`src/rtl/fifo_rr_writer_arb.sv`:
```
// Round-robin arbiter sharing one credit-controlled FIFO write port.
// Bursts are atomic; writes are registered one cycle after accept.
module fifo_rr_writer_arb #(
  parameter int WIDTH   = 32,
  parameter int N_REQ   = 4,
  parameter int CREDITS = 4
) (
  input  logic                     clk,
  input  logic                     reset_p,
  input  logic [N_REQ-1:0]         req_valid,
  input  logic [N_REQ-1:0]         req_last,
  input  logic [N_REQ*WIDTH-1:0]   req_data,
  output logic [N_REQ-1:0]         req_ready,
  output logic [WIDTH-1:0]         fifo_data,
  output logic                     fifo_we,
  input  logic                     credit_ret,
  output logic [$clog2(CREDITS+1)-1:0] credit_cnt,
  output logic [$clog2(N_REQ)-1:0] grant_id,
  output logic                     busy,
  output logic                     err_credit
);
  localparam int CW = $clog2(CREDITS+1);
  localparam int GW = $clog2(N_REQ);

  typedef enum logic {S_IDLE, S_BURST} state_t;

  state_t          state_q, state_d;
  logic [CW-1:0]   credit_q, credit_d;
  logic [GW-1:0]   rr_ptr_q, rr_ptr_d;
  logic [GW-1:0]   grant_q, grant_d;
  logic            we_q, we_d;
  logic [WIDTH-1:0] data_q, data_d;
  logic            err_q, err_d;

  logic            win_found;
  logic [GW-1:0]   win_idx;
  logic [GW-1:0]   sel;
  logic            accept;
  logic            sel_last;
  logic [WIDTH-1:0] sel_data;
  int              t;

  // Scan downward so the lowest offset from rr_ptr wins.
  always_comb begin
    win_found = 1'b0;
    win_idx   = '0;
    t         = 0;
    for (int k = N_REQ-1; k >= 0; k--) begin
      t = int'(rr_ptr_q) + k;
      if (t >= N_REQ) t = t - N_REQ;
      if (req_valid[t]) begin
        win_found = 1'b1;
        win_idx   = GW'(t);
      end
    end
  end

  always_comb begin
    req_ready = '0;
    sel = (state_q == S_BURST) ? grant_q : win_idx;
    if (!reset_p && credit_q != '0) begin
      if (state_q == S_BURST)
        req_ready[grant_q] = 1'b1;
      else if (win_found)
        req_ready[win_idx] = 1'b1;
    end
    accept = |(req_ready & req_valid);
    sel_last = 1'b0;
    sel_data = '0;
    for (int i = 0; i < N_REQ; i++) begin
      if (GW'(i) == sel) begin
        sel_last = req_last[i];
        sel_data = req_data[i*WIDTH +: WIDTH];
      end
    end
  end

  always_comb begin
    state_d  = state_q;
    credit_d = credit_q;
    rr_ptr_d = rr_ptr_q;
    grant_d  = grant_q;
    we_d     = accept;
    data_d   = accept ? sel_data : data_q;
    err_d    = err_q;
    if (accept) begin
      grant_d = sel;
      if (sel_last) begin
        state_d  = S_IDLE;
        rr_ptr_d = (sel == GW'(N_REQ-1)) ? '0 : sel + GW'(1);
      end else begin
        state_d = S_BURST;
      end
    end
    // A return with no room to grow the count is a consumer bug.
    if (accept && !credit_ret)
      credit_d = credit_q - CW'(1);
    else if (credit_ret && !accept) begin
      if (credit_q == CW'(CREDITS))
        err_d = 1'b1;
      else
        credit_d = credit_q + CW'(1);
    end
  end

  always_ff @(posedge clk) begin
    if (reset_p) begin
      state_q  <= S_IDLE;
      credit_q <= CW'(CREDITS);
      rr_ptr_q <= '0;
      grant_q  <= '0;
      we_q     <= 1'b0;
      data_q   <= '0;
      err_q    <= 1'b0;
    end else begin
      state_q  <= state_d;
      credit_q <= credit_d;
      rr_ptr_q <= rr_ptr_d;
      grant_q  <= grant_d;
      we_q     <= we_d;
      data_q   <= data_d;
      err_q    <= err_d;
    end
  end

  assign fifo_data  = data_q;
  assign fifo_we    = we_q;
  assign credit_cnt = credit_q;
  assign grant_id   = grant_q;
  assign busy       = (state_q == S_BURST);
  assign err_credit = err_q;
endmodule

```
`config.mk`:
```
export PLATFORM = sky130hd
export DESIGN_NAME = fifo_rr_writer_arb
export DESIGN_NICKNAME = d
export VERILOG_FILES = /design/src/rtl/fifo_rr_writer_arb.sv
export SDC_FILE = /design/constraint.sdc
export NUM_CORES = 1
export LEC_CHECK = 0
export CAP_MARGIN = 20
export CORE_UTILIZATION = 25
export DETAILED_ROUTE_END_ITERATION = 8
export GPL_TIMING_DRIVEN = 0
export PLACE_DENSITY = 0.66
export SKIP_CTS_REPAIR_TIMING = 1
export SLEW_MARGIN = 15
export SYNTH_ARGS = -nofsm -noshare
export SYNTH_HDL_FRONTEND = slang
export SYNTH_SLANG_ARGS = --single-unit
```
`constraint.sdc`:
```
create_clock -name clk -period 9 [get_ports clk]
set_clock_uncertainty 0.2 [all_clocks]
set_input_delay 1.8 -clock clk [delete_from_list [all_inputs] [get_ports clk]]
set_output_delay 1.8 -clock clk [all_outputs]
set_load 0.02 [all_outputs]
```
==> metrics.csv <==
stage,metric,value,unit
synthesis,prevailing post-synth register cell,dfxtp_1,
synthesis,syn_nets,600,
worst_setup_path,Critical Path RT,7000,ps
route,post-route antenna net violation count,0,
power_and_ir_drop,LEAKAGE,2.02,nW
cts,TritonCTS Sinks,42,
timing,RSZ-0062 raised after global routing,no,
cts,clock-pin slew on the worst setup and hold paths,60,ps
floorplanning,Initial Util,0.260,
timing,Min Hold Slack,291,ps
floorplanning,IO Pins,183,
route,DR pass1 iterations,4,
cts,CTS tree,built,
cts,clock tree buffer depth,2,
cts,total CTS buffers,5,
global_routing,largest net degree at the start of global routing,13,
finish,Inserted Diodes,0,
route,DR DRC count,0,
route,wire per inst,16.4,um
timing,final period utilization,0.697,
synthesis,main area contributors after synthesis,"dfxtp_1 24%, nor3_2 14%, a21oi_1 11%",
global_routing,GR Overflow Total,0,
route,routed wire length,13.4,mm
timing,Fmax,0.159,GHz
timing,fin crit period,6280,ps
synthesis,Synth top area share,0.241,
synthesis,"EDFF count, synth",0,
finish,final core area utilization,0.420,
synthesis,synth unique cells,47,
synthesis,Post-Synthesis Cells,454,
global_routing,GRT Total Usage,0.188,
outcome,status,completed,
timing,setup violators final,0,
timing,Tightest Pin Transition,718,ps
worst_setup_path,Worst setup EP type,output pin,
finish,nets@finish,786,
place,gpl congestion,0.816,
timing,total negative setup slack,0,ps
synthesis,Syn Std Cell Area,3490,um^2
global_routing,first-pass GRT wire length,21.8,mm
route,First DRT Iteration DRCs,211,
timing,Max Slew Vio Count,0,
place,DP Wirelength,10.7,mm
cts,H-tree depth,2,
synthesis,most common cell in the netlist,a21oi_1,
synthesis,Yosys warnings,0,
power_and_ir_drop,Max rail drop VDD,0.0803,mV
floorplanning,Die Y,120,um
floorplanning,core footprint,13500,um^2
worst_setup_path,CP arrival,4280,ps
timing,Slew headroom,0.521,
synthesis,sequential fraction of the synthesis area,0.241,
synthesis,most area-hungry cell type in the Yosys netlist,dfxtp_1,
hold_path,worst min path class,reg -> reg,
route,vias per inst,5.02,
synthesis,most common library cells after synthesis,"74 x a21oi_1, 48 x nor2_1, 48 x nor3_2",
global_routing,number of global-route vias before repair,4229,
cts,Root Driver,clkbuf_16,
worst_setup_path,worst setup path class,in -> out,
timing,Final Hold Fails,0,
finish,fill count,1407,
global_routing,antenna violations before repair,0,
place,PortBufs,179,
worst_setup_path,crit-path max FO,7,
route,Via Count,4104,
run,max-cap viol count,0,
synthesis,"FF+latch count, synth",42,
floorplanning,die footprint,14500,um^2
power_and_ir_drop,P per Cell Area,254,nW/um^2
cts,Worst-Skew Late Latency,290,ps
finish,P&R area growth vs syn,61.8,%
synthesis,Syn Area/Cell,7.69,um^2
synthesis,async set or reset register ratio after synthesis,0,
finish,layout cells sized above 1,0.131,
worst_setup_path,CP Launch Type,input pin,
floorplanning,number of cell rows,42,
floorplanning,width of the die,120,um
==> routing by layer <==
metal  vias up  global-route usage  wire length, um
met5         -                   0                0
met3        18              0.0373              915
met4         0              0.0525              229
met1      1905               0.234             5770
met2       161               0.327             6460
li1       2020                   -                -
==> path summary, 6_finish.rpt <==
kind	from	end	slack, ps	cells after the start
worst max register to register	rr_ptr_q[1]	fifo_data[30]	5120	14
worst max-delay path	req_valid[0]	req_ready[1]	2720	7
worst min-delay path	err_credit	err_credit	290	2
worst min register to register	err_credit	err_credit	290	2
==> report_power, final <==
part           total [W]  leakage, nW  internal, W  switching, W
logic           0.000953         1.60     0.000431      0.000522
registers       0.000295        0.347     0.000248     0.0000469
clock network   0.000186       0.0739     0.000110     0.0000759
==> through the flow <==
step	std cells	setup slack (ps)	area, um^2	power [W]
finish	817	2720	5650	0.00143
global route	817	2630	5650	0.00155
CTS	817	2740	5650	0.00144
detailed placement	809	2760	5510	0.00125
global placement	809	2820	5510	0.00123
floorplan	454	3790	3490	0.000919
==> critical path: stages <==
cell,delay (ps)
clkdlybuf4s50_1,600
nand2_1,130
a311o_1,410
and2_1,220
o41a_1,400
nor2_1,100
clkdlybuf4s50_1,610
==> cell families after synthesis <==
| kind of cell | synth area share |
|---|---|
| AO/OA/AOI/OAI | 0.256 |
| XOR/XNOR | 0.00251 |
| adder cells (fa/ha/maj) | 0.0272 |
| buffers and inverters | 0.0956 |
| flip-flops | 0.241 |
| multiplexers | 0.0158 |
| AND/OR/NAND/NOR | 0.362 |
==> cell usage in the layout (no fill, tap or decap), types with 6 or more instances in the layout <==
cell / Yosys / routed
o21ai_0: 6 / 6
buf_6: 11 / 11
nor2_1: 48 / 48
nor3_1: 23 / 23
inv_1: 12 / 12
clkdlybuf4s50_1: 0 / 179
a21oi_1: 74 / 74
clkbuf_1: 27 / 28
nand3b_1: 33 / 33
dfxtp_1: 42 / 42
nand2_1: 36 / 36
nor3_2: 48 / 48
buf_2: 6 / 6
ha_1: 6 / 6
a221oi_1: 32 / 32
==> cell type report <==
cell class | count | area, um^2 | share of cell area
Multi-Input combinational cell | 349 | 2320 | 0.410
Timing Repair Buffer | 179 | 1790 | 0.317
Sequential cell | 42 | 841 | 0.149
Buffer | 50 | 285 | 0.0505
Tap cell | 176 | 220 | 0.0390
Clock buffer | 7 | 143 | 0.0252
Inverter | 13 | 48.8 | 0.00863
Clock inverter | 1 | 5.00 | 0.000885
==> registers in the layout, summed over array words and instances, names as in the netlist <==
name,flops
fifo_data,32
credit_cnt,3
grant_id,2
rr_ptr_q,2
busy,1
err_credit,1
fifo_we,1
No activity file was read; power rests on OpenSTA's default activity.
==> RTL edit 1: new RTL, same flow settings <==
Change the parameter `N_REQ` from 4 to 2.
--- a/src/rtl/fifo_rr_writer_arb.sv
+++ b/src/rtl/fifo_rr_writer_arb.sv
@@ -3,5 +3,5 @@
 module fifo_rr_writer_arb #(
   parameter int WIDTH   = 32,
-  parameter int N_REQ   = 4,
+  parameter int N_REQ   = 2,
   parameter int CREDITS = 4
 ) (
Ports: changed (5 resized); port bits go from 183 to 112. No check against the original RTL was run, so the function may have changed too.
==> RTL edit 1 against the unedited design <==
Final area down 38%; cell count down 48%; core utilization down 0.063 points; wire length down 56%; area after synthesis down 38%; die area down 38%; total power down 62%; largest cell class is now non-clock buffers; worst setup slack better by 620 ps; sequential cell count down 2.
==> RTL edit 1: results (changes against the unedited design) <==
- Status: completed
- Post-DP HPWL: 4399 µm (-59%)
- Crit-path max FO: 10 (+3)
- Layout cells sized above 1: 17.92% (+4.8 points)
- Worst slack at placement: 3322 ps (+560.4 ps)
- GRT met1 Usage: 16.17% (-7.3 points)
- Vias post-DR: 1926 (-53%)
- IR drop worst, VDD: 0.05705 mV (-29%)
- Met2 Resource Use GR: 22.54% (-10 points)
- Fmax achieved: 176.7 MHz (+11%)
- Cells after DPL: 415 (-49%)
- Post-synthesis mux area share: 16.30% (+15 points)
- Least-Margin Pin Slew: 727.9 ps (+10.08 ps)
- Final hold slack: 306.3 ps (+15.46 ps)
- Clk pin slew, worst setup/hold paths: 80 ps (+20 ps)
- Synth Area in Compound Gates: 29.87% (+4.3 points)
- Cell count after synthesis: 200 (-56%)
- Top cells by area, synth: dfxtp_1 37%, a211oi_2 16%, mux2i_1 16%, a21oi_1 8.1%, buf_6 3.1%
- Adder-Cell Fraction of Synth Area: 2.088% (-0.63 points)
- Synth cell types: 33 (-30%)
- First-iteration detailed-routing DRC count: 76 (-64%)
- Routed met2 length: 2778 µm (-57%)
- Metal-1 WL: 2581 µm (-55%)
- LEAKAGE: 1.372 nW (-32%)
- Layout area overhead: 61.43%
- Placer congestion estimate: 0.7195 (-12%)
- Wirelength, routed: 5913 µm (-56%)
- Final net count: 391 (-50%)
- Synth Area in XOR/XNOR: 0.4060% (+0.16 points)
- IO Port Bufs: 110 (-39%)
- Global-route wire length before repair: 9211 µm (-58%)
- Reg2reg setup slack: 6120 ps (+1000 ps)
- GRT met3 Usage: 4.106% (+0.38 points)
- Clock root buffer: clkbuf_8
- Post-Syn Nets: 274 (-54%)
- Synth top cells by count: 40 x dfxtp_1, 35 x a21oi_1, 34 x mux2i_1
- Placed standard-cell area: 3390 µm² (-38%)
- Tot GR Track Use: 13.17% (-5.6 points)
- Vias/cell: 4.553 (-9.4%)
-- RTL edit 1: cell count changes after synthesis, sizes merged, moves of 30 or more --
| cell | change |
|---|---|
| nor3 | -66 |
| nor2 | -43 |
| a21oi | -40 |
| a221oi | -33 |
| nand2 | -33 |
| nand3b | -33 |
| a211oi | +32 |
| mux2i | +30 |
-- RTL edit 1: logic make-up (layout without fill, tap and decap cells) --
kind of cell	Yosys count	after routing
AO/OA/AOI/OAI	76	76
flip-flops	40	40
multiplexers	35	35
buffers and inverters	26	144
AND/OR/NAND/NOR	19	19
adder cells (fa/ha/maj)	3	3
XOR/XNOR	1	1
-- RTL edit 1: worst min-delay path: cells and delay by family, from the launching register on --
kind / cells / cell delay (ps)
AO/OA/AOI/OAI: 1 / 50
flip-flops: 1 / 350
AND/OR/NAND/NOR: 1 / 70
-- RTL edit 1: path summary, 6_finish.rpt --
kind / start / endpoint / cells after the start
hold / removal: err_credit / err_credit / 2
setup / recovery: req_valid[1] / req_ready[1] / 7
hold reg to reg: err_credit / err_credit / 2
setup reg to reg: grant_id / credit_cnt[2] / 11
-- RTL edit 1: cell type report --
class | count | area [µm²]
Buffer | 18 | 168.9
Clock buffer | 6 | 82.58
Clock inverter | 2 | 10.01
Fill cell | 829 | 4817
Inverter | 8 | 32.53
Multi-Input combinational cell | 134 | 1155
Sequential cell | 40 | 800.8
Tap cell | 105 | 131.4
Timing Repair Buffer | 110 | 1101
-- RTL edit 1: power by group through the flow --
stage	Clock (mW)	Combinational, mW	Sequential (mW)
finish	0.126	0.216	0.210
global route	0.139	0.232	0.213
CTS	0.132	0.219	0.210
detailed placement	0	0.219	0.214
global placement	0	0.217	0.214
floorplan	0	0.105	0.236
==> RTL edit 2: new RTL, config.mk and constraints unchanged <==
Made on the original files. Register the output `credit_cnt` once more, cleared by the reset; this adds one clock of latency there. The other outputs are not delayed to match.
--- a/src/rtl/fifo_rr_writer_arb.sv
+++ b/src/rtl/fifo_rr_writer_arb.sv
@@ -126,5 +126,11 @@
   assign fifo_data  = data_q;
   assign fifo_we    = we_q;
-  assign credit_cnt = credit_q;
+  always_ff @(posedge clk) begin
+    if (reset_p) begin
+      credit_cnt <= '0;
+    end else begin
+      credit_cnt <= credit_q;
+    end
+  end
   assign grant_id   = grant_q;
   assign busy       = (state_q == S_BURST);
Behaviour: not the same (a bounded check fails within 4 cycles, from zero or initial values and one cycle with reset_p high).
==> RTL edit 2 against the unedited design <==
Via count shrank 7.4%; first-iteration DRC count shrank 10%; wire length down 8.5%; worst setup slack better by 59 ps; area after synthesis fell by 12%; total power down 24%; sequential cell count is 3 higher; final area fell by 7.5%; register-to-register slack better by 60 ps.
==> RTL edit 2: results (changes against the unedited design) <==
- Clock buf count: 5 (-2)
- Met3 wire len: 845 µm (-7.7%)
- Status: completed
- Vias post-DR: 3802 (-7.4%)
- Reg2reg setup slack: 5180 ps (+60 ps)
- Met2 Resource Use GR: 33.66% (+0.94 points)
- Delay of the slowest critical-path stage: 640 ps (+30 ps)
- Setup crit end: req_ready[0]
- RR Endpoint: fifo_data[2]
- Final non-clock buffer share: 37.86% (+1.1 points)
- First-iteration detailed-routing DRC count: 189 (-10%)
- Cells after DPL: 769 (-4.9%)
- Buffers excl. clock: 218 (-4.8%)
- IR drop worst, VDD: 0.07967 mV (-0.76%)
- Non-clock inverters: 12 (-1)
- Fmax achieved: 160.9 MHz (+0.96%)
- LEAKAGE: 1.934 nW (-4.2%)
- Synth top cells by count: 81 x nor2_1, 73 x nand2_1, 47 x a21oi_1
- GRT met1 Usage: 22.33% (-1.1 points)
- Worst slack at placement: 2814 ps (+52.07 ps)
- Largest net degree at the start of global routing: 17 (+4)
- Multi-input combinational area share: 37.67% (-3.3 points)
- Final hold slack: 274.4 ps (-16.46 ps)
- Top cells by area, synth: dfxtp_1 29%, nor2_1 9.9%, mux2i_1 9.7%, nand2_1 8.9%, a21oi_1 7.6%
- Crit-path max FO: 8 (+1)
- Crit path launch: req_valid[2]
- Post-Syn Nets: 587 (-2.2%)
- DRT Pass-1 Iters: 5 (+1)
- Global-route wire length before repair: 18740 µm (-14%)
- Register area share after synthesis: 29.20% (+5.1 points)
- GRT met3 Usage: 4.499% (+0.77 points)
- Layout fillers: 1264 (-10%)
- Layout cells sized above 1: 3.333% (-9.8 points)
- Multi-input gates: 347 (-0.57%)
- Synth cell types: 44 (-6.4%)
- Cell count after synthesis: 441 (-2.9%)
- Vias in the first global route: 3683 (-13%)
- Reg2reg path depth: 10 (-4)
- Placed standard-cell area: 5081 µm² (-7.7%)
- Core footprint: 12010 µm² (-11%)
## RTL edit 2: cell types whose count changed after synthesis, sizes merged, moves of 27 or more
cell    change
nor3       -66
nand2      +37
a221oi     -33
nor2       +32
nand3b     -31
a21oi      -29
o21ai      +28
a211oi     +27
## RTL edit 2: worst max-delay path: cells and delay by family
family	cells	cell delay [ps]
AOI/OAI and AO/OA	2	390
and+or+nand+nor	3	760
buffers and inverters	2	1270
## RTL edit 2: report_power, final
group	total [mW]	switching (mW)	internal [mW]
sequential	0.281	0.0337	0.247
clock	0.189	0.0841	0.104
combinational	0.628	0.351	0.277
## RTL edit 2: cell families (layout without fill, tap and decap cells)
family | Yosys count | in the layout | synth area share (%)
and+or+nand+nor | 176 | 176 | 23.48
adders and majority gates | 7 | 7 | 3.082
buffers and inverters | 49 | 238 | 6.934
xor gates and xnor gates | 1 | 1 | 0.2839
AOI/OAI and AO/OA | 132 | 132 | 26.93
muxes | 31 | 31 | 10.10
DFF | 45 | 45 | 29.20
